`config.mk`:
```
export PLATFORM = sky130hd
export DESIGN_NAME = idelay_bank
export DESIGN_NICKNAME = d
export VERILOG_FILES = /design/src/rtl/idelay_bank.sv
export SDC_FILE = /design/constraint.sdc
export NUM_CORES = 1
export LEC_CHECK = 0
export CORE_MARGIN = 4
export CORE_UTILIZATION = 20
export DETAILED_ROUTE_END_ITERATION = 10
export PLACE_DENSITY_LB_ADDON = 0.1
export SLEW_MARGIN = 30
export SYNTH_ARGS = -nofsm -noshare
export SYNTH_HDL_FRONTEND = slang
export SYNTH_SLANG_ARGS = --single-unit
```
`constraint.sdc`:
```
create_clock -name clk -period 0.8 [get_ports clk]
set_input_delay 0.16 -clock clk [delete_from_list [all_inputs] [get_ports clk]]
set_output_delay 0.16 -clock clk [all_outputs]
set_load 0.01 [all_outputs]
```
`src/rtl/idelay_bank.sv`:
```
// Multi-channel tap-programmable input delay line: per-channel tap counter plus a
// history shift register; dataout is idatain delayed by tap+2 clock cycles.
module idelay_bank #(
    parameter int    CHANNELS     = 4,
    parameter int    TAP_W        = 5,
    parameter string IDELAY_TYPE  = "FIXED",
    parameter int    IDELAY_VALUE = 0,
    parameter string PIPE_SEL     = "FALSE"
) (
    input  logic                      clk,
    input  logic                      rst,
    input  logic [CHANNELS-1:0]       ce,
    input  logic [CHANNELS-1:0]       inc,
    input  logic [CHANNELS-1:0]       ld,
    input  logic [CHANNELS-1:0]       ldpipeen,
    input  logic [CHANNELS*TAP_W-1:0] cntvaluein,
    input  logic [CHANNELS-1:0]       idatain,
    output logic [CHANNELS-1:0]       dataout,
    output logic [CHANNELS*TAP_W-1:0] cntvalueout
);

    localparam int               DEPTH       = 1 << TAP_W;
    localparam bit               IS_FIXED    = (IDELAY_TYPE == "FIXED");
    localparam bit               IS_VAR_LOAD = (IDELAY_TYPE == "VAR_LOAD");
    localparam bit               USE_PIPE    = (PIPE_SEL == "TRUE");
    localparam logic [TAP_W-1:0] INIT_TAP    = TAP_W'(IDELAY_VALUE);

    generate
        if (!(IDELAY_TYPE == "FIXED" || IDELAY_TYPE == "VARIABLE" || IDELAY_TYPE == "VAR_LOAD")) begin : g_bad_type
            $fatal(1, "idelay_bank: illegal IDELAY_TYPE");
        end
        if (IDELAY_VALUE < 0 || IDELAY_VALUE >= DEPTH) begin : g_bad_value
            $fatal(1, "idelay_bank: IDELAY_VALUE out of tap range");
        end
        if (!(PIPE_SEL == "TRUE" || PIPE_SEL == "FALSE")) begin : g_bad_pipe
            $fatal(1, "idelay_bank: illegal PIPE_SEL");
        end
    endgenerate

    genvar gi;
    generate
        for (gi = 0; gi < CHANNELS; gi++) begin : g_ch
            logic [TAP_W-1:0] tap_reg;
            logic [TAP_W-1:0] tap_next;
            logic [TAP_W-1:0] pipe_reg;
            logic [TAP_W-1:0] load_val;
            logic [TAP_W-1:0] cnt_in;
            logic [DEPTH-1:0] hist_reg;
            logic             dout_reg;

            assign cnt_in = cntvaluein[gi*TAP_W +: TAP_W];

            // Load takes priority over stepping; FIXED never moves off the initial tap.
            always_comb begin
                load_val = INIT_TAP;
                tap_next = tap_reg;
                if (IS_VAR_LOAD) begin
                    load_val = USE_PIPE ? pipe_reg : cnt_in;
                end
                if (!IS_FIXED) begin
                    if (ld[gi]) begin
                        tap_next = load_val;
                    end else if (ce[gi]) begin
                        tap_next = inc[gi] ? tap_reg + TAP_W'(1) : tap_reg - TAP_W'(1);
                    end
                end
            end

            // dataout samples the history with the pre-update tap, so a new tap
            // applies from the following sample onward.
            always_ff @(posedge clk or posedge rst) begin
                if (rst) begin
                    tap_reg  <= INIT_TAP;
                    pipe_reg <= '0;
                    hist_reg <= '0;
                    dout_reg <= 1'b0;
                end else begin
                    tap_reg <= tap_next;
                    if (!IS_FIXED && ldpipeen[gi]) begin
                        pipe_reg <= cnt_in;
                    end
                    hist_reg <= {hist_reg[DEPTH-2:0], idatain[gi]};
                    dout_reg <= hist_reg[tap_reg];
                end
            end

            assign dataout[gi]                     = dout_reg;
            assign cntvalueout[gi*TAP_W +: TAP_W] = tap_reg;
        end
    endgenerate

endmodule

```
**Word level (Yosys, flattened, before mapping)**

Cells that the tools add are included.
W data, S select, Z words.

- Register bits after elaboration: 8
- Input port bits: 42
- Output and inout bits: 24
- Logic and storage cells: 8

**Logic depth before layout (Yosys ltp)**

- Depth in word-level cells: 0
- Mapped depth: 1
- Gate-level depth less buffers: 1

**Least setup slack after synthesis**

No wires, ideal clock.

- Kind: reg-to-output
- Start point: reg g_ch[0].dout_reg
- End point: out dataout[0]
- Arrival time: 0.467 ns
- Data required time: 0.640 ns
- Path slack: 0.173 ns
- Stages on the path, launching flop included: 2
- Cells stage by stage: dfrtp_1 > buf_4

RTL lines:

| item | RTL line | RTL |
|---|---|---|
| start, declared | 49 | `logic dout_reg;` |
| start signal, assigned | 83 | `dout_reg <= hist_reg[tap_reg];` |
| end, declared | 18 | `output logic [CHANNELS-1:0] dataout,` |

No word-level cell between the ends.

**Worst setup path after layout**

- Start point: reg g_ch[0].dout_reg
- End point: out dataout[0]

No word-level cell between the ends.

==> impl_metrics.env <==
export IMPL_max_stage_delay_ns=0.36
export IMPL_routedWlPerCell_um=6.85
export IMPL_coreArea_mm2=0.00178
export IMPL_cts_tree="yes"
export IMPL_row_count=15
export IMPL_setup_viol=4
export IMPL_max_freq_mhz=1120
export IMPL_crit_slowest_cell="dfrtp_1"
export IMPL_post_cts_buffers=0
export IMPL_grt_pass1_vias=160
export IMPL_drv_slew=0
export IMPL_post_route_min_period_ns=0.893
export IMPL_dp_hpwl_um=407
export IMPL_period_share_pct=112
export IMPL_vdd_ir_drop_worst_uv=815
export IMPL_grt_max_degree=9
export IMPL_p_leak_nw=0.212
export IMPL_finalNonFillerCells=66
export IMPL_skew_ns=0.0000413
export IMPL_synth_main_ff_cell="dfrtp_1"
export IMPL_io_pins=66
export IMPL_yosys_top_cells_count="buf_4, dfrtp_1, conb_1, inv_1"
export IMPL_syn_cell_area_um2=388
export IMPL_r2r_end="g_ch[0].dout_reg"
export IMPL_yosys_register_bits=8
export IMPL_syn_avg_cell_area_um2=11.4
export IMPL_synth_top_area_share_pct=51.6
export IMPL_antenna_found_initial=0
export IMPL_clkTransAtPathRegs_ns=0.05
export IMPL_worst_path_buf_inv=1
export IMPL_rsz0062_at_grt="true"
export IMPL_clockBufferDepth=2
export IMPL_cts_sinks=8
export IMPL_start_kind="flop"
export IMPL_worstSkewPairLatency_ns=0.24
export IMPL_hold_viol_final=0
export IMPL_portBuffers=9
export IMPL_grt_pass1_wl_um=648
export IMPL_die_h_um=52.0
export IMPL_dpl_worst_slack_ns=-0.203
export IMPL_maxCapViolCount=0
export IMPL_fin_ws_ns=-0.0931
export IMPL_crit_chain="buf_2"
export IMPL_worstPathRequired_ns=0.64
export IMPL_routed_wirelength_um=452
export IMPL_crit_family="flip-flops"
export IMPL_reg2regPathDepth=0
export IMPL_via_per_inst=2.59
export IMPL_power_density_mw_per_mm2=2010
export IMPL_outcome="finished, violations left"
export IMPL_violations="setup timing"
export IMPL_nNetsFinal=85
export IMPL_ant_nets=0
export IMPL_fin_util_pct=22.6
export IMPL_dieArea_mm2=0.00271
export IMPL_syn2layout_area_growth_pct=3.87
export IMPL_yosysMostFrequentCell="buf_4"
export IMPL_dr_pass1_iters=1
export IMPL_fin_hold_ws_ns=0.155
export IMPL_netlist_top_cells_area="dfrtp_1, buf_4, conb_1"
export IMPL_synthArstFlopShare_pct=100
export IMPL_synth_cell_type_count=4
export IMPL_drt_iter0_drc=0
export IMPL_grt_overflow_total=0
export IMPL_grt_usage_pct=3.54
export IMPL_ys_warn_count=0
export IMPL_path_class="flop to output port"
export IMPL_cts_root_buf="clkbuf_4"
export IMPL_cp_max_fo=1
export IMPL_rr_startpoint="g_ch[0].hist_reg[0]"
export IMPL_initial_core_util_pct=21.8
export IMPL_fp_dieW_um=52.0
export IMPL_synth_edff_count=0
export IMPL_r2r_setup_slack_ns=0.33
export IMPL_h_tree_depth=1
export IMPL_arrival_ns=0.73
export IMPL_synth_seq_area_share_pct=51.6
export IMPL_diodes=0
export IMPL_cts_buffers=3
export IMPL_cts_hold_buffers_added=0
export IMPL_vias=171
export IMPL_synth_top_area_cell="dfrtp_1"
export IMPL_dpl_cell_count=63
export IMPL_gp_congestion=0.536
export IMPL_min_path_type="primary input to async pin"
export IMPL_syn_inst=34
export IMPL_cp_end_kind="output port"
export IMPL_drcViolationCount=0
export IMPL_drive_gt1_share_pct=17.1
[how the worst max path moves through the flow]
stage,depth (start not counted),from,end
2_1_floorplan,1,g_ch[0].dout_reg,dataout[0]
5_1_grt,1,g_ch[0].dout_reg,dataout[0]
4_1_cts,1,g_ch[0].dout_reg,dataout[0]
6_report,1,g_ch[0].dout_reg,dataout[0]
3_3_place_gp,1,g_ch[1].dout_reg,dataout[1]
3_5_place_dp,1,g_ch[0].dout_reg,dataout[0]
[final cells by class]
type	instances	area (um2)
fillers	194	1380
repair buffers	9	70.1
clock buffers	3	22.5
multi-input cells	20	75.1
inverters	1	3.75
well taps	25	31.3
flip-flops and latches	8	200
[cells by family (layout without fill, tap and decap cells)]
logic type	count (synthesis)	count (layout)	synth area share [%]
buffers and inverters	25	13	47.4
flip-flops	8	8	51.6
other	1	20	0.967
[timing repair]
| action | CTS | global route |
|---|---|---|
| resized for setup | 16 | 0 |
| endpoints found under the hold margin | 0 | 0 |
| endpoints found under the setup margin | 4 | 4 |
[cell usage in the layout (no fill, tap or decap)]
cell type and instances:
conb_1 20, dfrtp_1 8, clkdlybuf4s50_1 5, inv_1 1, clkbuf_4 3, buf_2 4
[report_power, final]
part	switching, mW	total (mW)	internal [mW]
registers	0.00453	0.430	0.426
logic	0.0629	0.0911	0.0282
clock network	0.118	0.289	0.170
[through the flow]
step	setup TNS (ns)	power, mW	cell area [um2]
2_1_floorplan	0	0.576	459
3_3_place_gp	-0.776	0.535	400
3_5_place_dp	-0.789	0.538	400
4_1_cts	-0.431	0.833	403
5_1_grt	-0.499	0.876	403
6_report	-0.349	0.810	403
[layer usage]
| metal | vias to the layer above | global-route usage [%] | share of wire (%) |
|---|---|---|---|
| li1 | 71 | - | - |
| met1 | 79 | 1.75 | 17 |
| met2 | 21 | 7.11 | 63 |
| met3 | 0 | 1.72 | 20 |
| met4 | 0 | 3.93 | 0 |
| met5 | - | 0 | 0 |
Power figures use the tool's default switching activity.
